--- src/rtl/joy_serial_pkg.sv ---
// rtl/joy_serial_pkg.sv - shared types and constants for the serial joystick receiver
package joy_serial_pkg;

  localparam int FRAME_BITS      = 24;
  localparam int BITS_PER_PLAYER = 12;

  localparam int BTN_RIGHT = 0;
  localparam int BTN_LEFT  = 1;
  localparam int BTN_DOWN  = 2;
  localparam int BTN_UP    = 3;
  localparam int BTN_A     = 4;
  localparam int BTN_B     = 5;
  localparam int BTN_C     = 6;
  localparam int BTN_D     = 7;
  localparam int BTN_E     = 8;
  localparam int BTN_F     = 9;
  localparam int BTN_S     = 10;
  localparam int BTN_LB    = 11;

  typedef enum logic [2:0] {
    ST_IDLE,
    ST_LOAD_LO,
    ST_LOAD_HI,
    ST_CLK_LO,
    ST_CLK_HI,
    ST_COMMIT,
    ST_GAP_WAIT
  } joy_state_e;

  // Player buttons occupy [11:0]; the upper nibble of the output word is always zero.
  function automatic logic [15:0] player_word(input logic [BITS_PER_PLAYER-1:0] btn);
    return {4'h0, btn};
  endfunction

endpackage

--- src/rtl/joy_sync2.sv ---
// rtl/joy_sync2.sv - two-flop synchronizer with asynchronous active-high reset
module joy_sync2 #(
  parameter logic RESET_VAL = 1'b0
) (
  input  logic clk,
  input  logic rst,
  input  logic d_i,
  output logic q_o
);

  logic meta_q;
  logic sync_q;

  always_ff @(posedge clk or posedge rst) begin
    if (rst) begin
      meta_q <= RESET_VAL;
      sync_q <= RESET_VAL;
    end else begin
      meta_q <= d_i;
      sync_q <= meta_q;
    end
  end

  assign q_o = sync_q;

endmodule

--- src/rtl/joy_serial_rx.sv ---
// rtl/joy_serial_rx.sv - serial joystick adapter receiver, 24-bit frame, two players
// Optional debouncing of whole frames with macro JOY_SERIAL_RX_DEBOUNCE_EN.
module joy_serial_rx
  import joy_serial_pkg::*;
#(
  parameter int DIV = 24,
  parameter int GAP = 4800
) (
  input  logic        clk,
  input  logic        reset,
  input  logic        JOY_DATA,
  output logic        JOY_CLK,
  output logic        JOY_LOAD,
  output logic [15:0] joystick1,
  output logic [15:0] joystick2,
  output logic        frame_done
);

  localparam int MAXC = (DIV > GAP) ? DIV : GAP;
  localparam int PW   = (MAXC > 1) ? $clog2(MAXC) : 1;
  localparam logic [PW-1:0] DIV_LAST = PW'(DIV - 1);
  localparam logic [PW-1:0] GAP_LAST = PW'(GAP - 1);
  localparam logic [4:0]    LAST_BIT = 5'(FRAME_BITS - 1);

  if (DIV < 4 || GAP < 1) begin : g_param_check
    $error("joy_serial_rx: DIV must be >= 4 and GAP must be >= 1");
  end

  joy_state_e state_q, state_d;
  logic [PW-1:0]              phase_q, phase_d;
  logic [4:0]                 bitcnt_q, bitcnt_d;
  logic [FRAME_BITS-1:0]      capture_q, capture_d;
  logic [BITS_PER_PLAYER-1:0] joy1_q, joy2_q;
  logic                       frame_done_q;
  logic                       joy_clk_q;
  logic                       joy_load_q;
  logic                       data_sync;
  logic                       phase_last;
  logic                       accept;
  logic                       commit_upd;

  joy_sync2 #(
    .RESET_VAL (1'b1)
  ) u_sync (
    .clk (clk),
    .rst (reset),
    .d_i (JOY_DATA),
    .q_o (data_sync)
  );

  assign phase_last = (state_q == ST_GAP_WAIT) ? (phase_q == GAP_LAST)
                                               : (phase_q == DIV_LAST);

  always_comb begin
    state_d   = state_q;
    phase_d   = phase_q + 1'b1;
    bitcnt_d  = bitcnt_q;
    capture_d = capture_q;
    case (state_q)
      ST_IDLE:    state_d = ST_LOAD_LO;
      ST_LOAD_LO: if (phase_last) state_d = ST_LOAD_HI;
      ST_LOAD_HI: begin
        if (phase_last) begin
          state_d  = ST_CLK_LO;
          bitcnt_d = '0;
        end
      end
      // Data is active-low on the wire; store it as pressed=1.
      ST_CLK_LO: begin
        if (phase_last) begin
          capture_d[bitcnt_q] = ~data_sync;
          state_d             = ST_CLK_HI;
        end
      end
      ST_CLK_HI: begin
        if (phase_last) begin
          if (bitcnt_q == LAST_BIT) begin
            state_d = ST_COMMIT;
          end else begin
            bitcnt_d = bitcnt_q + 5'd1;
            state_d  = ST_CLK_LO;
          end
        end
      end
      ST_COMMIT:   state_d = ST_GAP_WAIT;
      ST_GAP_WAIT: if (phase_last) state_d = ST_LOAD_LO;
      default:     state_d = ST_IDLE;
    endcase
    if (state_d != state_q) phase_d = '0;
  end

`ifdef JOY_SERIAL_RX_DEBOUNCE_EN
  logic [FRAME_BITS-1:0] cand_q;

  // A frame is only published when it matches the one before it.
  always_ff @(posedge clk or posedge reset) begin
    if (reset) begin
      cand_q <= '0;
    end else if (state_q == ST_COMMIT) begin
      cand_q <= capture_q;
    end
  end

  assign accept = (capture_q == cand_q);
`else
  assign accept = 1'b1;
`endif

  assign commit_upd = (state_q == ST_COMMIT) && accept;

  always_ff @(posedge clk or posedge reset) begin
    if (reset) begin
      state_q      <= ST_IDLE;
      phase_q      <= '0;
      bitcnt_q     <= '0;
      capture_q    <= '0;
      joy1_q       <= '0;
      joy2_q       <= '0;
      frame_done_q <= 1'b0;
      joy_clk_q    <= 1'b0;
      joy_load_q   <= 1'b1;
    end else begin
      state_q      <= state_d;
      phase_q      <= phase_d;
      bitcnt_q     <= bitcnt_d;
      capture_q    <= capture_d;
      frame_done_q <= commit_upd;
      joy_load_q   <= (state_d != ST_LOAD_LO);
      joy_clk_q    <= (state_d == ST_CLK_HI);
      if (commit_upd) begin
        joy1_q <= capture_q[BITS_PER_PLAYER-1:0];
        joy2_q <= capture_q[FRAME_BITS-1:BITS_PER_PLAYER];
      end
    end
  end

  assign JOY_CLK    = joy_clk_q;
  assign JOY_LOAD   = joy_load_q;
  assign joystick1  = player_word(joy1_q);
  assign joystick2  = player_word(joy2_q);
  assign frame_done = frame_done_q;

endmodule

--- config.mk ---
export PLATFORM = sky130hd
export DESIGN_NAME = joy_serial_rx
export DESIGN_NICKNAME = d
export VERILOG_FILES = /design/src/rtl/joy_serial_pkg.sv /design/src/rtl/joy_sync2.sv /design/src/rtl/joy_serial_rx.sv
export SDC_FILE = /design/constraint.sdc
export NUM_CORES = 1
export LEC_CHECK = 0
export CAP_MARGIN = 20
export CORE_ASPECT_RATIO = 0.6
export CORE_MARGIN = 8
export CORE_UTILIZATION = 45
export DETAILED_ROUTE_END_ITERATION = 16
export PLACE_DENSITY = 0.66
export SETUP_SLACK_MARGIN = 0.3
export SLEW_MARGIN = 20
export SYNTH_ARGS = -nofsm -noshare
export SYNTH_HDL_FRONTEND = slang
export SYNTH_HIERARCHICAL = 1
export SYNTH_SLANG_ARGS = --single-unit
--- constraint.sdc ---
create_clock -name clk -period 3.1 [get_ports clk]
set_input_delay 0.31 -clock clk [delete_from_list [all_inputs] [get_ports clk]]
set_output_delay 0.31 -clock clk [all_outputs]
set_load 0.01 [all_outputs]
==> results of run 1 <==
-- state kept, by name (all words and copies together) (netlist names) --
signal	cells
u_sync/meta_q	1
frame_done	1
capture_q	24
joy2_q	12
JOY_CLK	1
JOY_LOAD	1
bitcnt_q	5
state_q	3
joy1_q	12
u_sync/q_o	1
phase_q	13
-- how the worst max path moves through the flow --
stage / endpoint / start / cells after the start
after floorplan: JOY_CLK / reset / 1
after global placement: state_q[2] / phase_q[6] / 5
after detailed placement: capture_q[9] / phase_q[9] / 6
after CTS: capture_q[9] / phase_q[9] / 6
after global routing: capture_q[20] / phase_q[6] / 5
final: capture_q[18] / phase_q[6] / 5
-- Yosys cell counts (all sizes together) (3+ instances only) --
master | count | area share
ha | 5 | 0.019
o21ai | 34 | 0.052
clkbuf | 12 | 0.014
nand3 | 7 | 0.010
nor2b | 4 | 0.0075
mux2i | 3 | 0.0089
xor2 | 7 | 0.018
nand2 | 18 | 0.020
dfstp | 3 | 0.023
and3 | 3 | 0.0060
o31ai | 24 | 0.054
or4 | 4 | 0.010
dfrtp | 71 | 0.53
nor2 | 23 | 0.026
xnor2 | 4 | 0.010
nand3b | 3 | 0.0067
buf | 10 | 0.021
inv | 11 | 0.012
nor3 | 5 | 0.0075
mux2 | 24 | 0.081
-- layer usage --
layer | vias up | track usage
li1 | 1136 | -
met1 | 1132 | 0.193
met2 | 52 | 0.179
met3 | 10 | 0.0459
met4 | 0 | 0.0709
met5 | - | 0
-- cell type report --
cell class                      count  area share
Sequential cell                    74       0.458
Multi-Input combinational cell    202       0.338
Timing Repair Buffer               40      0.0950
Clock buffer                       13      0.0642
Tap cell                          104      0.0321
Inverter                           11      0.0102
Clock inverter                      2     0.00309
-- cells by family (layout without fill, tap and decap cells) --
kind of cell               after synthesis  in the layout  synth area share
AOI/OAI and AO/OA                       73             73             0.138
xor gates and xnor gates                11             11            0.0287
adders and majority gates                5              5            0.0186
buffers and inverters                   33             66            0.0470
DFF                                     74             74             0.553
muxes                                   27             27            0.0895
other                                    1              8           0.00112
and+or+nand+nor                         78             78             0.124
-- layout by cell type (no fill, tap or decap), types with 3 or more instances in the layout --
cell	netlist	routed
dfrtp_1	71	71
o21ai_0	33	33
clkdlybuf4s50_1	0	29
o31ai_1	24	24
mux2_2	24	24
nor2_1	23	23
nand2_1	18	18
inv_1	11	10
buf_4	8	10
clkbuf_16	0	9
conb_1	1	8
nand3_1	7	7
xor2_1	7	7
nor3_1	5	5
ha_1	5	5
nor2b_1	4	4
xnor2_1	4	4
dfstp_2	3	3
nand3b_1	3	3
mux2i_1	3	3
or4_1	3	3
-- power breakdown --
part	internal, W	switching [W]	total, W
Sequential	0.000969	0.00000495	0.000974
Clock	0.000579	0.000373	0.000953
Combinational	0.00000497	0.0000233	0.0000283
Total	0.00155	0.000402	0.00196
-- worst max-delay path: stages, from the launching register on --
cell and delay (ns):
dfrtp_1 0.42, or4_4 0.54, nor2_1 0.38, nand4_1 0.44, o21ai_0 0.30, o31ai_1 0.11
-- metrics by stage --
stage	cells	hold slack [ns]	utilization	area, um2	setup slack [ns]
floorplan	309	0.222	-	3380	0.967
global placement	431	0.347	0.523	3780	0.851
detailed placement	431	0.348	0.523	3780	0.779
CTS	446	0.341	0.560	4060	0.772
global route	446	0.363	0.560	4060	0.566
finish	446	0.346	0.560	4060	0.767
==> impl_metrics.yaml, run 1 <==
logic_synthesis:
  seq_area_frac_synth: 0.553
  synth_ff_type: "dfrtp_1"
  avgSynthCellArea_um2: 11.1
  syn_inst: 302
  synth_edf_count: 0
  yosys_warnings: 6
  syn-cell-area_um2: 3360
  ys_seq_elements: 74
  synth.distinct_cells: 48
  async_flop_share: 1.00
placement:
  post-dp-hpwl_um: 4780
  io_buffers: 29
  gp_congestion: 0.833
timing:
  tightest_slew_ns: 0.794
  min_period_ns: 2.33
  min_period_over_period: 0.753
  rsz0062_at_grt: "no"
  clock.fmax_mhz: 429
  relSlewSlack: 0.465
  final-hold-violation-count: 0
  finClkSkew_ns: 0.00463
  maxSlewViolCount: 0
  fin_setup_tns_ns: 0
  final-setup-viol-count: 0
detailed_routing:
  ant_nets: 0
  wl_per_cell_um: 15.2
  route.met2.wl_um: 2640
  postRouteWirelength_um: 6760
  drtIter0Drc: 133
  dr.pass1.iters: 4
  num_vias: 2330
  viasPerCell: 5.22
  drc: 0
  drt-met1-wl_um: 3540
  highest_layer: "met4"
  route.met3.wl_um: 436
global_routing:
  overflow: 0
  grt_pass1_wl_um: 11500
  grt_max_degree: 43
  grt_pass1_vias: 2224
  antenna_found_initial: 0
  grtUsageTotal: 0.137
critical_path:
  cp-start-kind: "flip-flop"
  worstReg2RegStart: "phase_q[6]"
  required_ns: 3.30
  timing.rr.end: "capture_q[18]"
  r2r_slack_ns: 0.77
  path_max_fanout: 8
  cp-end-kind: "flip-flop"
  rr_worst_depth: 5
  crit_type: "reg2reg"
  critPathArrivalTime_ns: 2.53
power:
  total_power_w: 0.00196
  peakVddDrop_v: 0.000230
  p_leak_nw: 1.82
  powerDensity_nw_per_um2: 482
cells_and_area:
  multi_input_area_um2: 1370
  register_area_um2: 1860
  n_antenna_cell: 0
  drive_gt1_frac: 0.167
  fin_nets: 346
  area_growth_pct: 20.8
  fillers: 642
clock_network:
  clk_path_buf_depth: 2
  clkLatencyLatePin_ns: 0.34
  cts_tree: "yes"
  hold_buffers: 0
  cts.reportedPaths.clkPinSlew_ns: 0.05
  clock-sinks: 74
  h-tree-depth: 3
  cts_setup_buffers: 0
  cts_made_buffers: 9
  cts_resized: 0
  cts_root_buffer: "clkbuf_16"
die:
  die_w_um: 128
  fp.dieArea_um2: 10600
  io_pins: 38
  rows: 24
  core-area_um2: 7240
  die_y_um: 82.9
  start_util: 0.464
worst_hold_path:
  hp-class: "in2async"
outcome:
  status: "finished, final reports clean"
job:
  cap_violations: 0
(Power assumes the default switching activity.)
==> run 2, diff against run 1 <==
Clock period 3.1 ns to 2.4 ns, I/O delays scaled along.
==> run 2 against run 1 <==
  * Cell count grew 5.4%
  * Clock-buffer cell count grew 1
  * Worst hold slack lost 0.13 ns
  * Final area grew 12%
  * Critical path type unchanged
  * Critical endpoint is now capture_q[15]
==> impl_metrics.yaml, run 2 (synthesis results as in run 1) <==
outcome:
  status: "finished, final reports clean"
critical_path:
  path_max_fanout: 8
  required_ns: 2.60
  crit_type: "reg2reg"
  cp-end-kind: "flip-flop"
  cp-start-kind: "flip-flop"
  critPathArrivalTime_ns: 2.34
job:
  cap_violations: 0
cells_and_area:
  fin_nets: 369
  fillers: 593
  drive_gt1_frac: 0.342
  layout_common_cells: "67 x dfrtp_1, 29 x clkdlybuf4s50_1, 24 x mux2_2, 23 x buf_4, 21 x nor2_1"
  final_util: 0.628
  finalInstanceArea_um2: 4550
  area_growth_pct: 35.5
  n_antenna_cell: 0
  largest_register_ffs: 24
  top_regs: "capture_q: 24 flops, phase_q: 13 flops"
  final_common_cell: "dfrtp_1"
  largest_register: "capture_q"
placement:
  gp_congestion: 0.868
  io_buffers: 29
  post-dp-hpwl_um: 4920
  placed_cell_area_um2: 3830
power:
  p_leak_nw: 1.99
  powerDensity_nw_per_um2: 582
  peakVddDrop_v: 0.000515
detailed_routing:
  wl_per_cell_um: 17.1
  drtIter0Drc: 178
  num_vias: 2554
  drc: 0
  ant_nets: 0
  dr.pass1.iters: 4
  viasPerCell: 5.43
  postRouteWirelength_um: 8040
global_routing:
  antenna_found_initial: 0
  grt_pass1_wl_um: 12200
  grt_max_degree: 35
  overflow: 0
  grt_pass1_vias: 2372
  grtUsageTotal: 0.144
timing:
  final-hold-violation-count: 0
  fin_setup_tns_ns: 0
  min_period_over_period: 0.891
  whs_ns: 0.218
  finClkSkew_ns: 0.00627
  maxSlewViolCount: 0
  tightest_slew_ns: 0.646
  clock.fmax_mhz: 468
  relSlewSlack: 0.568
  rsz0062_at_grt: "yes"
  final-setup-viol-count: 0
  min_period_ns: 2.14
die:
  rows: 24
  io_pins: 38
  die_w_um: 128
  start_util: 0.464
  core-area_um2: 7240
  fp.dieArea_um2: 10600
  die_y_um: 82.9
clock_network:
  cts_root_buffer: "clkbuf_16"
  clk_path_buf_depth: 2
  clkLatencyLatePin_ns: 0.34
  hold_buffers: 0
  clock-sinks: 74
  cts_made_buffers: 9
  h-tree-depth: 3
  cts_tree: "yes"
  cts.reportedPaths.clkPinSlew_ns: 0.06
worst_hold_path:
  hp-class: "in2async"
## run 2: cell count changes in the layout (fill, tap and decap cells not counted), moves of 7 or more
cell,previous run,this run
o31ai_1,24,17
o31ai_2,0,7
buf_4,10,23
o21ai_4,0,7
o21ai_2,1,19
buf_6,0,8
o21ai_0,33,4
## run 2: metal layers
| layer | up-vias | GRT usage | wire [um] |
|---|---|---|---|
| li1 | 1191 | - | - |
| met1 | 1269 | 0.208 | 3880 |
| met2 | 87 | 0.189 | 3410 |
| met3 | 7 | 0.0459 | 669 |
| met4 | 0 | 0.0644 | 80 |
| met5 | - | 0 | 0 |
## run 2: cell type report
cell class                      count  area, um2  share of cell area
Timing Repair Buffer               63        603               0.133
Tap cell                          104        130              0.0286
Multi-Input combinational cell    202       1610               0.355
Clock inverter                      2       35.0             0.00770
Clock buffer                       14        264              0.0580
Inverter                           11       41.3             0.00908
Sequential cell                    74       1860               0.409
## run 2: path summary, 6_finish.rpt
check                              start            end  slack (ns)  cells after the start
max reg2reg                   phase_q[6]  capture_q[15]        0.26                      5
min reg2reg                u_sync/meta_q     u_sync/q_o        0.36                      0
max in group asynchronous          reset  capture_q[19]        1.64                      3
min                                reset    phase_q[10]        0.22                      2
max                           phase_q[6]  capture_q[15]        0.26                      5
min in group clk                JOY_DATA  u_sync/meta_q        0.31                      1
## run 2: worst max-delay path, cell delays in order, from the launching register on
cell and delay [ns]:
dfrtp_1 0.42, or4_4 0.58, or2_1 0.24, or4_4 0.51, o21ai_1 0.17, o31ai_1 0.09
## run 2: stage by stage
| step | instances | power [W] | setup slack (ns) |
|---|---|---|---|
| 2_1_floorplan | 309 | 0.00131 | 0.337 |
| 3_3_place_gp | 437 | 0.00132 | 0.309 |
| 3_5_place_dp | 437 | 0.00132 | 0.265 |
| 4_1_cts | 453 | 0.00268 | 0.278 |
| 5_1_grt | 470 | 0.00272 | 0.178 |
| 6_report | 470 | 0.00264 | 0.262 |
## run 2: report_power, final
part	leakage, nW	internal, W	total, W	switching (W)
Clock	0.147	0.000860	0.00135	0.000486
Sequential	1.01	0.00125	0.00126	0.00000717
Combinational	0.835	0.00000853	0.0000396	0.0000310
## run 2: what timing repair did
| action | 4_1_cts | 5_1_grt |
|---|---|---|
| setup endpoints to repair | 16 | 44 |
| setup buffers | 0 | 12 |
| gates cloned | 0 | 5 |
| pin swaps | 0 | 19 |
| resized for setup | 4 | 107 |
